===== src/rtl/maxpool_engine_pkg.sv =====
// Shared definitions for the 2x2 stride-2 max-pooling engine.
// State encodings and default element/address widths.
package maxpool_engine_pkg;

  localparam int unsigned MP_DATA_W = 16;
  localparam int unsigned MP_ADDR_W = 27;

  typedef enum logic [2:0] {
    StIdle,
    StInit,
    StRd,
    StWait,
    StWr,
    StNext,
    StDone
  } mp_state_e;

endpackage


===== src/rtl/maxpool_engine_mp_addr_gen.sv =====
// Incremental tap/output address generator for the max-pooling engine.
// Walks ox (innermost), oy, then c using adds only.
module mp_addr_gen
  import maxpool_engine_pkg::*;
#(
  parameter int unsigned ADDR_W = MP_ADDR_W
) (
  input  logic              clk,
  input  logic              rst,
  input  logic              init,
  input  logic              advance,
  input  logic [1:0]        tap,
  input  logic [ADDR_W-1:0] ifaddr,
  input  logic [ADDR_W-1:0] ofaddr,
  input  logic [10:0]       ch,
  input  logic [12:0]       h,
  input  logic [12:0]       w,
  output logic [ADDR_W-1:0] tap_addr,
  output logic [ADDR_W-1:0] out_addr,
  output logic              last_out
);

  logic [11:0]       ho, wo;
  logic [11:0]       ox_q, oy_q;
  logic [10:0]       c_q;
  logic [ADDR_W-1:0] row_base_q, col_base_q, out_addr_q;
  logic [ADDR_W-1:0] w_ext, next_row, next_ch;
  logic              last_ox, last_oy, last_c;

  assign ho       = h[12:1];
  assign wo       = w[12:1];
  assign w_ext    = ADDR_W'(w);
  assign next_row = row_base_q + ADDR_W'({w, 1'b0});
  // An odd input height leaves one unread row before the next channel starts.
  assign next_ch  = next_row + (h[0] ? w_ext : '0);

  assign tap_addr = col_base_q + (tap[1] ? w_ext : '0) + ADDR_W'(tap[0]);
  assign out_addr = out_addr_q;

  assign last_ox  = (ox_q == wo - 12'd1);
  assign last_oy  = (oy_q == ho - 12'd1);
  assign last_c   = (c_q == ch - 11'd1);
  assign last_out = last_ox && last_oy && last_c;

  always_ff @(posedge clk) begin
    if (rst) begin
      ox_q       <= '0;
      oy_q       <= '0;
      c_q        <= '0;
      row_base_q <= '0;
      col_base_q <= '0;
      out_addr_q <= '0;
    end else if (init) begin
      ox_q       <= '0;
      oy_q       <= '0;
      c_q        <= '0;
      row_base_q <= ifaddr;
      col_base_q <= ifaddr;
      out_addr_q <= ofaddr;
    end else if (advance) begin
      out_addr_q <= out_addr_q + ADDR_W'(1);
      if (!last_ox) begin
        ox_q       <= ox_q + 12'd1;
        col_base_q <= col_base_q + ADDR_W'(2);
      end else begin
        ox_q <= '0;
        if (!last_oy) begin
          oy_q       <= oy_q + 12'd1;
          row_base_q <= next_row;
          col_base_q <= next_row;
        end else begin
          oy_q       <= '0;
          c_q        <= c_q + 11'd1;
          row_base_q <= next_ch;
          col_base_q <= next_ch;
        end
      end
    end
  end

endmodule


===== src/rtl/maxpool_engine.sv =====
// 2x2 stride-2 signed max-pooling engine on the shared data-memory port.
// Started by mp_rst, finishes with a one-cycle mp_done pulse.
module maxpool_engine
  import maxpool_engine_pkg::*;
#(
  parameter int unsigned DATA_W = MP_DATA_W,
  parameter int unsigned ADDR_W = MP_ADDR_W
) (
  input  logic              clk,
  input  logic              rst,
  input  logic              mp_rst,
  input  logic [ADDR_W-1:0] mp_ifaddr,
  input  logic [ADDR_W-1:0] mp_ofaddr,
  input  logic [10:0]       mp_C,
  input  logic [12:0]       mp_H,
  input  logic [12:0]       mp_W,
  output logic              mp_done,
  output logic              mem_rd_req,
  output logic [ADDR_W-1:0] mem_rd_addr,
  input  logic              mem_rd_gnt,
  input  logic              mem_rd_valid,
  input  logic [DATA_W-1:0] mem_rd_data,
  output logic              mem_wr_req,
  output logic [ADDR_W-1:0] mem_wr_addr,
  output logic [DATA_W-1:0] mem_wr_data,
  input  logic              mem_wr_gnt
);

  mp_state_e         state_q, state_d;
  logic [ADDR_W-1:0] ifaddr_q, ofaddr_q;
  logic [10:0]       c_q;
  logic [12:0]       h_q, w_q;
  logic [1:0]        tap_q;
  logic [DATA_W-1:0] acc_q;
  logic              last_out, empty_job, take;

  assign empty_job = (c_q == '0) || (h_q < 13'd2) || (w_q < 13'd2);
  assign take      = (tap_q == 2'd0) || ($signed(mem_rd_data) > $signed(acc_q));

  always_ff @(posedge clk) begin
    if (rst) begin
      state_q <= StIdle;
    end else begin
      state_q <= state_d;
    end
  end

  always_comb begin
    state_d = state_q;
    unique case (state_q)
      StIdle:  state_d = StIdle;
      StInit:  state_d = empty_job ? StDone : StRd;
      StRd:    if (mem_rd_gnt) state_d = StWait;
      StWait:  if (mem_rd_valid) state_d = (tap_q == 2'd3) ? StWr : StRd;
      StWr:    if (mem_wr_gnt) state_d = StNext;
      StNext:  state_d = last_out ? StDone : StRd;
      StDone:  state_d = StIdle;
      default: state_d = StIdle;
    endcase
    // A new start always wins, aborting whatever job is in flight.
    if (mp_rst) state_d = StInit;
  end

  always_ff @(posedge clk) begin
    if (rst) begin
      ifaddr_q <= '0;
      ofaddr_q <= '0;
      c_q      <= '0;
      h_q      <= '0;
      w_q      <= '0;
      tap_q    <= '0;
      acc_q    <= '0;
    end else begin
      if (mp_rst) begin
        ifaddr_q <= mp_ifaddr;
        ofaddr_q <= mp_ofaddr;
        c_q      <= mp_C;
        h_q      <= mp_H;
        w_q      <= mp_W;
      end
      if (state_q == StInit) begin
        tap_q <= '0;
      end else if (state_q == StWait && mem_rd_valid) begin
        tap_q <= tap_q + 2'd1;
        if (take) acc_q <= mem_rd_data;
      end
    end
  end

  always_comb begin
    mem_rd_req  = (state_q == StRd);
    mem_wr_req  = (state_q == StWr);
    mp_done     = (state_q == StDone);
    mem_wr_data = acc_q;
  end

  mp_addr_gen #(
    .ADDR_W(ADDR_W)
  ) u_addr_gen (
    .clk      (clk),
    .rst      (rst),
    .init     (state_q == StInit),
    .advance  (state_q == StNext),
    .tap      (tap_q),
    .ifaddr   (ifaddr_q),
    .ofaddr   (ofaddr_q),
    .ch       (c_q),
    .h        (h_q),
    .w        (w_q),
    .tap_addr (mem_rd_addr),
    .out_addr (mem_wr_addr),
    .last_out (last_out)
  );

endmodule

===== config.mk =====
export PLATFORM = sky130hd
export DESIGN_NAME = maxpool_engine
export DESIGN_NICKNAME = d
export VERILOG_FILES = /design/src/rtl/maxpool_engine_pkg.sv /design/src/rtl/maxpool_engine_mp_addr_gen.sv /design/src/rtl/maxpool_engine.sv
export SDC_FILE = /design/constraint.sdc
export NUM_CORES = 1
export LEC_CHECK = 0
export BUFFER_PORTS_ARGS = -buffer_cell sky130_fd_sc_hd__buf_2
export CAP_MARGIN = 20
export CORE_AREA = 8 8 214 216
export CTS_CLUSTER_SIZE = 24
export DETAILED_ROUTE_END_ITERATION = 10
export DIE_AREA = 0 0 222 224
export PLACE_DENSITY = 0.58
export SETUP_SLACK_MARGIN = 0.02
export SYNTH_ARGS = -nofsm -noshare
export SYNTH_HDL_FRONTEND = slang
export SYNTH_HIERARCHICAL = 1
export SYNTH_SLANG_ARGS = --single-unit

===== constraint.sdc =====
create_clock -name clk -period 8.3 [get_ports clk]
set_input_delay 0.415 -clock clk [delete_from_list [all_inputs] [get_ports clk]]
set_output_delay 0.415 -clock clk [all_outputs]
set_load 0.02 [all_outputs]

==> impl_metrics.toml <==
[status]
outcome = "finished clean"

[layout]
synthToLayoutAreaGrowth_pct = 15.8
num-nets-final = 2144
proportion_of_layout_cells_with_a_drive_suffix_above_1 = 0.141
design_area_um2 = 16900

[placed_design]
finalWeightedCongestion = 0.943
portBuffers = 185
dp.final_hpwl_um = 34400
post-place-ws_ns = 3.97
postPlaceCellArea_um2 = 16000

[grt]
globalRouteOverflowTotal = 0
grt_pass1_wl_um = 74800
maximum_number_of_pins_on_one_net_before_global_route_repair = 69
grt_util_all_layers = 0.183
antenna_found_initial = 7
first_global_vias = 13400

[sta]
finalCritPeriodShare = 0.586
maxClockFrequency_mhz = 206
fin_setup_tns_ns = 0
final_hold_viol_count = 0
slew_violations = 0
worst_pin_slew_ns = 0.992
timing.slew.headroom = 0.337
period_minus_slack_ns = 4.86
grt_setup_unrepaired = "no"
clock_skew_ns = 0.0201
postLayoutSetupSlackWorst_ns = 3.44
final.hold.worst_slack_ns = 0.0735
setup_viol = 0

[setup_path]
largest_delay_share_family_worst_path = "compound AO/OA/AOI/OAI gates"
worst_r2r_path_depth = 16
required_ns = 7.89
cp.arrival_ns = 4.45
end_kind = "output pin"
crit_path_max_fanout = 16
critical_path_buf_inv_count = 2
timing.critical_path.cells = "nand2_1, fa_1, inv_1, fa_1, a21o_1, a21oi_1, o21bai_1, a211oi_1, o31ai_1, o41ai_1, nor2b_1, o21a_1, nand4_1, xnor2_1, buf_2"
setup.worst_path.start_class = "flip-flop"
timing.critical_path.mode_cell = "sky130_fd_sc_hd__fa_1"
criticalPathCategory = "reg -> out"
max_stage_delay_ns = 0.69
critPathCapture = "mem_rd_addr[26]"
worst-path-stages = 15
worst_r2r_startpoint = "w_q[2]"
crit_path_start = "tap_q[1]"
critPathSlowestCell = "sky130_fd_sc_hd__o41ai_1"
worst_r2r_endpoint = "u_addr_gen/col_base_q[26]"
timing.reg2reg.setup_slack_ns = 3.90

[logic_synthesis]
post_synth_cell_types = 88
syn_area_per_cell_um2 = 8.03
synthesis.instances = 1819
synth.ff_latch_count = 228
synth_ff_type = "sky130_fd_sc_hd__dfxtp_1"
synth_top_cell_by_area = "sky130_fd_sc_hd__dfxtp_1"
synth.yosys.seq_area_share = 0.312
netlist_top_cells_area = "sky130_fd_sc_hd__dfxtp_1, sky130_fd_sc_hd__mux2i_1, sky130_fd_sc_hd__nor2_1, sky130_fd_sc_hd__ha_1, sky130_fd_sc_hd__xnor2_1"
synth_fp_nets = 2003
synth.top_cell.area_share = 0.312
synth_enable_flop_cells = 0
synthArstFlopShare = 0
yosysWarningCount = 6
mappedNetlistArea_um2 = 14600

[cts]
insertion_delay_to_the_later_sink_of_the_worst_skew_pair_ns = 0.57
ctsResizeCount = 0
holdBufCountCts = 0
tritoncts_sinks = 228
cts-root-buf = "sky130_fd_sc_hd__clkbuf_16"
tritoncts = "done"
numCtsBuffers = 28
clockBufferDepth = 3
post_cts_buffers = 0
cts-htree-levels = 1
clk_pin_slew_ns = 0.06

[floorplanning]
fp.dieW_um = 222
design.die.area_um2 = 49700
dieHeight_um = 224
placement_rows = 76
coreArea_um2 = 42500
floorplan.initialDensity = 0.344
num_io_pins = 186

[detailed_routing]
drt_first_pass_iters = 6
wl_um = 47000
drt-initial-drc-count = 993
vias = 13700
detailed_route_wirelength_on_metal2_um = 20600
routed_via_density = 5.43
wl_per_cell_um = 18.6
drt-met1-wl_um = 21900
top_signal_layer_used = "met5"
routed_wire_length_on_met3_um = 3360
ant_nets = 0
remaining_drc_errors = 0

[power]
total_leakage_power_nw = 7.18
ir_drop_uv = 154
power_density_nw_per_um2 = 169
finalPower_mw = 2.85

[run]
cap_violations = 0

[hold_path]
hp-class = "in -> reg"
worst reg2reg max path: stages (launching register included):
cell and delay (ns):
sky130_fd_sc_hd__dfxtp_1 0.51, sky130_fd_sc_hd__ha_1 0.34, sky130_fd_sc_hd__nor2b_1 0.17, sky130_fd_sc_hd__o31a_1 0.31, sky130_fd_sc_hd__o311ai_0 0.53, sky130_fd_sc_hd__nor2b_1 0.23
sky130_fd_sc_hd__xnor2_1 0.10, sky130_fd_sc_hd__ha_1 0.41, sky130_fd_sc_hd__nand2_1 0.08, sky130_fd_sc_hd__o21ai_0 0.21, sky130_fd_sc_hd__a21oi_1 0.10, sky130_fd_sc_hd__o21a_1 0.14
sky130_fd_sc_hd__or3_1 0.45, sky130_fd_sc_hd__nor2_1 0.20, sky130_fd_sc_hd__nand3_1 0.17, sky130_fd_sc_hd__xor2_1 0.21, sky130_fd_sc_hd__o2bb2ai_1 0.13
worst min path at each step:
stage                  start                      to  depth (start not counted)
2_1_floorplan    ofaddr_q[0]  u_addr_gen/out_addr[0]                          2
5_1_grt              mp_C[0]                  c_q[0]                          3
6_report       mp_ofaddr[15]            ofaddr_q[15]                          3
3_5_place_dp     ofaddr_q[0]  u_addr_gen/out_addr[0]                          2
3_3_place_gp     ofaddr_q[0]  u_addr_gen/out_addr[0]                          2
4_1_cts        mp_ofaddr[15]            ofaddr_q[15]                          3
placed cells by master (no fill, tap or decap), drive strengths merged, types with 17 or more instances in the layout:
| cell | n |
|---|---|
| and2 | 41 |
| nor3 | 51 |
| a21oi | 100 |
| nand2 | 152 |
| xnor2 | 90 |
| a31oi | 17 |
| nand4 | 34 |
| nor2 | 260 |
| o21ai | 79 |
| xor2 | 77 |
| mux2i | 107 |
| nand3 | 48 |
| a21o | 17 |
| clkbuf | 39 |
| nor4 | 24 |
| inv | 58 |
| and3 | 27 |
| a22o | 18 |
| o21a | 24 |
| or3 | 23 |
| buf | 205 |
| dfxtp | 228 |
| ha | 67 |
metal layers:
metal | up-vias | global-route usage
met5 | - | 0
met4 | 8 | 0.0434
met3 | 73 | 0.0407
met2 | 460 | 0.296
met1 | 6482 | 0.244
li1 | 6712 | -
metrics by stage:
| step | util | instances |
|---|---|---|
| floorplan | - | 1819 |
| global placement | 0.376 | 2475 |
| detailed placement | 0.376 | 2476 |
| CTS | 0.398 | 2525 |
| global route | 0.398 | 2526 |
| finish | 0.398 | 2528 |
kinds of logic after synthesis:
| logic type | after synthesis | share of synthesized area |
|---|---|---|
| AND/OR/NAND/NOR | 728 | 0.243 |
| adder cells (fa/ha/maj) | 71 | 0.0629 |
| flip-flops | 228 | 0.312 |
| AO/OA/AOI/OAI | 362 | 0.163 |
| multiplexers | 110 | 0.0756 |
| buffers and inverters | 153 | 0.0430 |
| XOR/XNOR | 167 | 0.101 |
flip-flops by register name (all words and copies together) (netlist names), 12 cells and up:
signal and flops:
ifaddr_q 27, ofaddr_q 27, u_addr_gen/col_base_q 27, u_addr_gen/out_addr 27
u_addr_gen/row_base_q 27, mem_wr_data 16, h_q 13, w_q 13
u_addr_gen/ox_q 12, u_addr_gen/oy_q 12
layout make-up:
cell class,instances,area [um2]
Antenna cell,3,7.51
Clock buffer,39,802
Clock inverter,10,116
Fill cell,4358,25600
Inverter,59,221
Multi-Input combinational cell,1438,9440
Sequential cell,228,4560
Tap cell,546,683
Timing Repair Buffer,205,1080
synthesized netlist by cell type, drive strengths merged, types with 6 or more instances:
cell type,count
a211oi,14
a21boi,13
a21o,17
a21oi,100
a221oi,7
a22o,18
a31oi,17
and2,41
and3,27
and4,9
buf,29
clkbuf,65
dfxtp,228
ha,67
inv,58
mux2i,107
nand2,152
nand2b,11
nand3,48
nand4,34
nor2,260
nor2b,14
nor3,51
nor4,24
o211ai,9
o21a,24
o21ai,79
o22ai,6
o31ai,9
or3,23
or4,7
xnor2,90
xor2,77
report_power, final:
| group | internal [mW] | leakage [nW] | switching, mW | total [mW] |
|---|---|---|---|---|
| registers | 1.14 | 1.86 | 0.0640 | 1.21 |
| clock network | 0.732 | 0.449 | 0.505 | 1.24 |
| logic | 0.170 | 4.87 | 0.237 | 0.407 |
No activity file was read; power rests on OpenSTA's default activity.
